<file path="src/rtl/mod5_down.sv">
// Modulo-5 counter (4,3,2,1,0,4,...) with load, wrap pulse, load-error pulse and saturating wrap tally.
// One-edge latency on all outputs, no backpressure; define MOD5_DOWN_UPDN_EN to add the up_dn direction input.
module mod5_down #(
  parameter int RESET_VAL = 4,
  parameter int WRAP_W    = 8
) (
  input  logic              clk,
  input  logic              reset_n,
  input  logic              en,
  input  logic              load,
  input  logic [2:0]        load_val,
  input  logic              clr_wrap,
`ifdef MOD5_DOWN_UPDN_EN
  input  logic              up_dn,
`endif
  output logic [2:0]        out,
  output logic              tc,
  output logic              load_err,
  output logic [WRAP_W-1:0] wrap_cnt
);

  localparam logic [2:0] TOP     = 3'd4;
  localparam logic [2:0] RST_VAL = (RESET_VAL < 0 || RESET_VAL > 4) ? TOP : 3'(RESET_VAL);

  logic [2:0]        cnt_q, cnt_d;
  logic              tc_q, load_err_q;
  logic              wrap, load_err_d, count_up;
  logic [WRAP_W-1:0] wcnt_q, wcnt_d;

`ifdef MOD5_DOWN_UPDN_EN
  assign count_up = up_dn;
`else
  assign count_up = 1'b0;
`endif

  // Priority: load, then recovery from an unreachable value (5-7), then counting.
  always_comb begin
    cnt_d      = cnt_q;
    wrap       = 1'b0;
    load_err_d = 1'b0;
    if (load) begin
      if (load_val > TOP) begin
        cnt_d      = TOP;
        load_err_d = 1'b1;
      end else begin
        cnt_d = load_val;
      end
    end else if (cnt_q > TOP) begin
      cnt_d = TOP;
    end else if (en) begin
      if (count_up) begin
        if (cnt_q == TOP) begin
          cnt_d = 3'd0;
          wrap  = 1'b1;
        end else begin
          cnt_d = cnt_q + 3'd1;
        end
      end else begin
        if (cnt_q == 3'd0) begin
          cnt_d = TOP;
          wrap  = 1'b1;
        end else begin
          cnt_d = cnt_q - 3'd1;
        end
      end
    end
  end

  // Clear beats a coincident wrap; the tally sticks at all-ones.
  always_comb begin
    wcnt_d = wcnt_q;
    if (clr_wrap) begin
      wcnt_d = '0;
    end else if (wrap && (wcnt_q != '1)) begin
      wcnt_d = wcnt_q + WRAP_W'(1);
    end
  end

  always_ff @(posedge clk or negedge reset_n) begin
    if (!reset_n) begin
      cnt_q      <= RST_VAL;
      tc_q       <= 1'b0;
      load_err_q <= 1'b0;
      wcnt_q     <= '0;
    end else begin
      cnt_q      <= cnt_d;
      tc_q       <= wrap;
      load_err_q <= load_err_d;
      wcnt_q     <= wcnt_d;
    end
  end

  assign out      = cnt_q;
  assign tc       = tc_q;
  assign load_err = load_err_q;
  assign wrap_cnt = wcnt_q;

endmodule

</file>
<file path="config.mk">
export PLATFORM = sky130hd
export DESIGN_NAME = mod5_down
export DESIGN_NICKNAME = d
export VERILOG_FILES = /design/src/rtl/mod5_down.sv
export SDC_FILE = /design/constraint.sdc
export NUM_CORES = 1
export LEC_CHECK = 0
export CORE_MARGIN = 2
export CORE_UTILIZATION = 38
export DETAILED_ROUTE_END_ITERATION = 7
export GPL_TIMING_DRIVEN = 0
export PLACE_DENSITY = 0.66
export SYNTH_ARGS = -nofsm -noshare
export SYNTH_HDL_FRONTEND = slang
export SYNTH_SLANG_ARGS = --single-unit
export TNS_END_PERCENT = 100
</file>
<file path="constraint.sdc">
create_clock -name clk -period 2.2 [get_ports clk]
set_input_delay 0.33 -clock clk [delete_from_list [all_inputs] [get_ports clk]]
set_output_delay 0.33 -clock clk [all_outputs]
set_load 0.05 [all_outputs]
</file>
After elaboration in Yosys (flattened, before gate mapping) --
Cells that the tools add are included.
Word-level totals: bits in registers 13, output and inout port bits 13, logic and storage cells 26, input port bits 8
Cells by class: reduce and logical (&&, ||, !) cells 4, order comparisons 2, multiplexer cells 13, add/subtract/negate cells 2, eq/ne operators 1
Operator list (number):
- $mux 8 | 2
- $mux 3 | 5
- $add 8x1->8 const B | 1
- $ne 8x8->1 const B | 1
- $gt 3x3->1 const B | 2
- $mux 1 | 6
- $logic_not 3->1 | 1
- $reduce_bool 3->1 | 1
- $sub 3x1->3 const B | 1
- $reduce_bool 2->1 | 1
- $logic_and 1x1->1 | 1

Depth between registers and ports, before layout --
Gate-level depths: netlist (run 1).
depth in word-level cells 8, depth in mapped cells 7, gate-level depth less buffers 7

Least setup slack after synthesis (run 1) --
Ideal clock, no wire load.
kind reg-to-reg, start point register cnt_q[1], in the netlist out[1], end point register wcnt_q[6], in the netlist wrap_cnt[6], setup slack 0.117 ns, required time 2.075 ns, arrival time 1.958 ns, cell stages (with the launch flop) 7, clock period less this slack 2.083 ns, path buffers 0, cells stage by stage dfrtp_1 -> or2_2 -> ha_1 -> nand4bb_4 -> inv_4 -> nand4_2 -> mux2_4
On the way: word-level cells in the longest chain between the ends 7, elaborated cells on any way between the ends 8
Ends and longest elaborated chain:
- start, declared | line 25 | logic [2:0] cnt_q, cnt_d;
- start signal, assigned | line 86 | cnt_q <= cnt_d;
- $logic_not 3->1 | line 59 | if (cnt_q == 3'd0) begin
- $mux 1 | line 59
- $mux 1 | line 50 | end else if (en) begin
- $mux 1 * | line 48 | end else if (cnt_q > TOP) begin
- $mux 1 * | line 41 | if (load) begin
- named net wrap | line 27 | logic wrap, load_err_d, count_up;
- $logic_and 1x1->1 * | line 74 | end else if (wrap && (wcnt_q != '1)) begin
- $reduce_bool 2->1 (no source line) *
- end signal, assigned | line 89 | wcnt_q <= wcnt_d;
- end, declared | line 28 | logic [WRAP_W-1:0] wcnt_q, wcnt_d;
The timed path passes the listed nets; every way through them passes the cells marked *. A chain may end at the register's enable or synchronous reset.

Final worst setup path (run 1) --
start point register cnt_q[2], in the netlist out[2], end point output port out[2]
RTL lines:
- end, declared | line 16 | output logic [2:0] out,
No word-level cell between the ends.

==> metrics.yaml, run 1 <==
status: "finished, final reports clean"
synth.top_cell.area_share_pct: 39.3
yosysSeqAreaShare_pct: 42.7
htree_levels: 1
cts_tree: "done"
p_int_uw: 390
totalWireLength_um: 1480
nets: 109
net-switching-power_uw: 178
drtIter0Drc: 14
synth_nets: 84
dp_hpwl_um: 1130
vias_per_cell: 5.14
num_vias: 637
clk_latency_ns: 0.27
p_leak_uw: 0.000430
clkPwrFrac_pct: 25.0
crit_path_start_kind: "register"
drive_gt1_share_pct: 11.3
final-hold-violation-count: 0
cts_hold_buf: 0
critPathKind: "register to output port"
max_freq_mhz: 505
cts_made_buffers: 3
seqPwrFrac_pct: 46.9
antennaDiodeCount: 0
worst_ep_arrival_time_ns: 1.65
relSlewSlack_pct: 62.1
drc: 0
placeableCoreArea_sq_um: 1920
grt_pass1_wl_um: 2510
worstPathMaxFanout: 5
root_buffer: "clkbuf_4"
period_minus_slack_ns: 1.98
boundaryPins: 21
clkSlewWorstSetupHoldPaths_ns: 0.08
dieArea_sq_um: 2390
setup_viol: 0
maxCapViolCount: 0
synth_adder_area_share_pct: 4.91
setup_tns_ns: 0
cts_resized: 0
track_usage_pct: 13.9
synth_top_family_by_area: "simple AND/OR/NAND/NOR gates"
cpPeakStageDelay_ns: 0.81
final_cells: 124
synthXorXnorAreaFrac_pct: 0
die_h_um: 48.9
ant_nets: 0
antenna_found_initial: 0
num_rows: 16
die_w_um: 48.9
fillers: 186
cp_num_buf_inv: 1
synth.avg_cell_area_sq_um: 10.5
grt_pass1_vias: 554
yosys.area_share.simple_pct: 24.2
critical_path.cell_chain: "clkdlybuf4s50_1"
critPathRequiredTime_ns: 1.87
grt_max_degree: 14
io_buffers: 20
ir_drop_mv: 0.314
postCtsSetupBuffers: 0
overflow: 0
yosys_warnings: 0
worstHoldPathType: "input pin to async pin"
place_inst: 120
synth_cells: 73
cts_sinks: 13
finClkSkew_ns: 0.00519
sw_frac_of_total_pct: 31.4
ys_seq_elements: 13
tightest_slew_ns: 0.567
synth-compound-area-share_pct: 18.3
syn_area_sq_um: 764
p_per_area_nw_per_um2: 554
synthMuxAreaShare_pct: 6.06
critPathTopFamily: "buffers and inverters"
slew_viol_final: 0
rsz0062_at_grt: "no"
slowest_stage: "clkdlybuf4s50_1"
area_delta_synth_final_pct: 34.0
ys_types: 35
wire_per_inst_um: 11.9
comb_power_share_pct: 28.1
firstDrtPassIters: 4
synthTopCellsByArea: "dfrtp_1, ha_1, nand2b_1, nand4bb_4, dfstp_2"
initial_core_util_pct: 39.8
synth_top_cell_by_area: "dfrtp_1"
cts_buffer_depth: 2
end_kind: "output port"
gp_congestion: 0.796
post-route-period-util_pct: 90.0
sequential cells by signal, indices dropped and copies added, names as in the netlist:
name      flops
wrap_cnt      8
load_err      1
out           3
tc            1
synth_stat cells:
cell type  count
dfrtp_1       12
a21oi_1        5
nand2b_1       5
and3_1         3
ha_1           3
inv_1          3
nand2_1        3
nor2_1         3
a211oi_1       2
a311oi_1       2
and4_1         2
mux2i_1        2
nand3_1        2
nor2b_1        2
nor3_1         2
o21ai_0        2
o32ai_1        2
a21boi_0       1
a21boi_1       1
a21oi_2        1
a41oi_1        1
buf_4          1
clkbuf_1       1
dfstp_2        1
inv_4          1
mux2_1         1
mux2_4         1
nand4_1        1
nand4_2        1
nand4bb_4      1
nor4bb_1       1
o21a_1         1
o21bai_1       1
o31ai_1        1
or2_2          1
stage by stage:
step | instance area, sq um | hold slack (ns) | utilization (%) | setup WS, ns | total power (uW)
floorplan | 764 | 0.0344 | - | 0.117 | 372
global placement | 998 | 0.583 | 52.0 | 0.294 | 430
detailed placement | 998 | 0.596 | 52.0 | 0.274 | 432
CTS | 1020 | 0.436 | 53.3 | 0.194 | 576
global route | 1020 | 0.462 | 53.3 | 0.162 | 603
finish | 1020 | 0.416 | 53.3 | 0.219 | 568
worst paths after layout:
| kind | endpoint | from | cells after the start | slack [ns] |
|---|---|---|---|---|
| max in group asynchronous | out[2]$_DFFE_PN1P_ | reset_n | 1 | 1.40 |
| max reg2reg | wrap_cnt[6]$_DFFE_PN0P_ | out[1]$_DFFE_PN0P_ | 6 | 0.26 |
| min in group clk | wrap_cnt[1]$_DFFE_PN0P_ | wrap_cnt[1]$_DFFE_PN0P_ | 2 | 0.62 |
| max | out[2] | out[2]$_DFFE_PN1P_ | 1 | 0.22 |
| min reg2reg | wrap_cnt[1]$_DFFE_PN0P_ | wrap_cnt[1]$_DFFE_PN0P_ | 2 | 0.62 |
| min | tc$_DFF_PN0_ | reset_n | 1 | 0.42 |
cells in the final DEF (no fill, tap or decap), types with 2 or more instances in the layout:
| cell type | Yosys | routed |
|---|---|---|
| nor2_1 | 3 | 3 |
| mux2i_1 | 2 | 2 |
| a21oi_1 | 5 | 5 |
| clkbuf_1 | 1 | 2 |
| ha_1 | 3 | 3 |
| nand2b_1 | 5 | 5 |
| and3_1 | 3 | 3 |
| nand3_1 | 2 | 2 |
| a311oi_1 | 2 | 2 |
| clkdlybuf4s50_1 | 0 | 20 |
| nand2_1 | 3 | 3 |
| nor2b_1 | 2 | 2 |
| inv_1 | 3 | 3 |
| a211oi_1 | 2 | 2 |
| o21ai_0 | 2 | 2 |
| and4_1 | 2 | 2 |
| o32ai_1 | 2 | 2 |
| nor3_1 | 2 | 2 |
| dfrtp_1 | 12 | 12 |
| clkbuf_4 | 0 | 3 |
logic make-up (layout without fill, tap and decap cells):
| family | after synthesis | count (layout) |
|---|---|---|
| muxes | 4 | 4 |
| AOI/OAI and AO/OA | 20 | 20 |
| buffers and inverters | 6 | 30 |
| adders and majority gates | 3 | 3 |
| DFF | 13 | 13 |
| and+or+nand+nor | 27 | 27 |
power by group through the flow:
stage / logic, uW / clock network (uW) / registers [uW]
2_1_floorplan: 60.4 / 0 / 312
3_3_place_gp: 159 / 0 / 271
3_5_place_dp: 160 / 0 / 272
4_1_cts: 161 / 148 / 267
5_1_grt: 172 / 162 / 270
6_report: 159 / 142 / 267
final cells by class:
type,count,area [sq um],share of cell area [%]
multi-input cells,54,409,39.9
flip-flops and latches,13,327,31.9
repair buffers,20,200,19.5
well taps,27,33.8,3.30
clock buffers,4,26.3,2.56
inverters,4,17.5,1.71
plain buffers,2,11.3,1.10
metal layers:
metal	vias up	wire length [um]	GRT usage [%]	part of all wire (%)
met3	2	65	4.91	4.4
li1	321	-	-	-
met1	300	723	19.5	49
met5	-	0	0	0
met2	14	673	19.9	46
met4	0	13	4.29	0.88
No activity file was read; power rests on OpenSTA's default activity.
==> run 2: changes to the inputs <==
--- a/config.mk
+++ b/config.mk
@@ -8,8 +8,7 @@
 export CORE_MARGIN = 2
 export CORE_UTILIZATION = 38
 export DETAILED_ROUTE_END_ITERATION = 7
-export GPL_TIMING_DRIVEN = 0
-export PLACE_DENSITY = 0.66
+export PLACE_DENSITY = 0.68
 export SYNTH_ARGS = -nofsm -noshare
 export SYNTH_HDL_FRONTEND = slang
 export SYNTH_SLANG_ARGS = --single-unit
==> constraint.sdc (replaced) <==
create_clock -name clk -period 1.7 [get_ports clk]
set_input_delay 0.255 -clock clk [delete_from_list [all_inputs] [get_ports clk]]
set_output_delay 0.255 -clock clk [all_outputs]
set_load 0.05 [all_outputs]
==> metrics.yaml, run 2 (synthesis gave the netlist of run 1 again) <==
status: "finished with violations"
violations: "setup timing"
antennaDiodeCount: 0  # unchanged
grt_pass1_wl_um: 2920  # +16%
cts_buffer_depth: 2  # unchanged
initial_core_util_pct: 39.8  # unchanged
totalWireLength_um: 1890  # +28%
final_common_cell: "buf_4"
dieArea_sq_um: 2390  # unchanged
crit_path_start_kind: "register"
cts_tree: "done"
maxCapViolCount: 0  # unchanged
comb_power_share_pct: 35.2  # +7.1 points
worst_ep_arrival_time_ns: 1.91  # +0.26 ns
overflow: 0  # unchanged
clkSlewWorstSetupHoldPaths_ns: 0.08  # about the same
largest_reg_flops: 8  # unchanged
mostFrequentLayoutCells: "buf_4, dfrtp_1, clkdlybuf4s50_1, nand2b_1, a21oi_1"
die_h_um: 48.9  # unchanged
slew_viol_final: 0  # unchanged
worstHoldPathType: "input pin to async pin"
root_buffer: "clkbuf_4"
p_int_uw: 558  # +43%
rsz0062_at_grt: "yes"
net-switching-power_uw: 267  # +50%
die_w_um: 48.9  # unchanged
fillers: 171  # -8.1%
num_vias: 723  # +14%
design_area_sq_um: 1160  # +13%
wire_per_inst_um: 13.8  # +16%
cts_sinks: 13  # unchanged
ant_nets: 0  # unchanged
area_delta_synth_final_pct: 52.0
multi_input_area_sq_um: 459  # +12%
setup_viol: 5  # +5
firstDrtPassIters: 4  # unchanged
track_usage_pct: 16.3  # +2.5 points
antenna_found_initial: 0  # unchanged
max_freq_mhz: 572
clk_latency_ns: 0.27  # about the same
end_kind: "register"
vias_per_cell: 5.28  # +2.7%
grt_pass1_vias: 628  # +13%
placed_cell_area_sq_um: 1090  # +8.8%
io_buffers: 20  # unchanged
drive_gt1_share_pct: 41.8  # +30 points
placeableCoreArea_sq_um: 1920  # unchanged
dp_hpwl_um: 1330  # +18%
cts_made_buffers: 3  # unchanged
drc: 0  # unchanged
gp_congestion: 0.742  # -6.8%
final_cells: 137  # +10%
relSlewSlack_pct: 71.4  # +9.4 points
place_inst: 130  # +8.3%
critPathKind: "register to register"
tightest_slew_ns: 0.427  # -0.140 ns
drtIter0Drc: 12  # -2
worstPathMaxFanout: 6  # +1
htree_levels: 1  # unchanged
finClkSkew_ns: 0.00161  # -0.00358 ns
nets: 122  # +12%
critPathRequiredTime_ns: 1.86  # about the same
ir_drop_mv: 0.537  # +71%
p_per_area_nw_per_um2: 709  # +28%
grt_max_degree: 13  # -1
sw_frac_of_total_pct: 32.4  # +0.98 points
seqPwrFrac_pct: 41.3  # -5.6 points
seq_area_sq_um: 329  # +0.77%
p_leak_uw: 0.000535  # +24%
boundaryPins: 21  # unchanged
num_rows: 16  # unchanged
fin_ws_ns: -0.0468  # -0.266 ns
final-hold-violation-count: 0  # unchanged
period_minus_slack_ns: 1.75
fin_util_pct: 60.5  # +7.2 points
post-route-period-util_pct: 103
clkPwrFrac_pct: 23.5  # -1.5 points
-- run 2: cell types whose count changed in the layout (fill, tap and decap cells not counted), moves of 2 or more --
cell | before | now
buf_4 | 1 | 26
ha_1 | 3 | 1
dfrtp_1 | 12 | 10
dfrtp_2 | 0 | 2
clkdlybuf4s50_1 | 20 | 7
ha_4 | 0 | 2
-- run 2: cell type report --
type	count	area share (%)
Clock buffer	4	2.26
Multi-Input combinational cell	54	39.5
Sequential cell	13	28.3
Timing Repair Buffer	35	25.5
Inverter	4	1.51
Tap cell	27	2.91
-- run 2: power by group through the flow --
stage / registers [uW] / logic [uW] / clock network, uW
floorplan: 408 / 90.2 / 0
global placement: 347 / 266 / 0
detailed placement: 347 / 268 / 0
CTS: 341 / 279 / 200
global route: 343 / 312 / 214
finish: 340 / 290 / 194
-- run 2: path summary, 6_finish.rpt --
path                       slack (ns)                 endpoint                     from  cells past startpoint
hold reg to reg                  0.61  wrap_cnt[1]$_DFFE_PN0P_  wrap_cnt[1]$_DFFE_PN0P_                      2
setup reg to reg                -0.05  wrap_cnt[6]$_DFFE_PN0P_       out[1]$_DFFE_PN0P_                      6
setup / recovery                -0.05  wrap_cnt[6]$_DFFE_PN0P_       out[1]$_DFFE_PN0P_                      6
max in group asynchronous        0.97  wrap_cnt[0]$_DFFE_PN0P_                  reset_n                      2
min in group clk                 0.58       load_err$_DFF_PN0_              load_val[0]                      3
hold / removal                   0.28  wrap_cnt[4]$_DFFE_PN0P_                  reset_n                      1
-- run 2: routing by layer --
layer | vias to the layer above | global-route usage, % | wire length, um
li1 | 345 | - | -
met1 | 356 | 20.4 | 842
met3 | 2 | 4.91 | 80
met2 | 20 | 28.1 | 949
met4 | 0 | 2.86 | 19
met5 | - | 0 | 0
-- run 2: what timing repair did --
action | in CTS | in global routing
buffers inserted | 1 | 2
hold buffers | 0 | 0
setup endpoints to repair | 4 | 6
pin swaps | 0 | 6
resized for setup | 1 | 4
-- run 2: critical path, stage by stage (launching register included) --
cell and delay (ns):
dfrtp_2 0.41, or2_4 0.27, ha_4 0.16, nand4bb_4 0.26
inv_4 0.13, nand4_4 0.09, mux2_4 0.31
-- run 2: stage by stage --
| stage | TNS [ns] | total power [uW] | hold slack [ns] | setup slack [ns] |
|---|---|---|---|---|
| after CTS | 0 | 821 | 0.288 | 0.00319 |
| after global routing | -0.673 | 869 | 0.285 | -0.109 |
| final | -0.182 | 825 | 0.280 | -0.0468 |
| after detailed placement | -0.000384 | 615 | 0.588 | -0.000384 |
| after global placement | 0 | 613 | 0.582 | 0.0290 |
| after floorplan | -0.310 | 498 | -0.0406 | -0.153 |
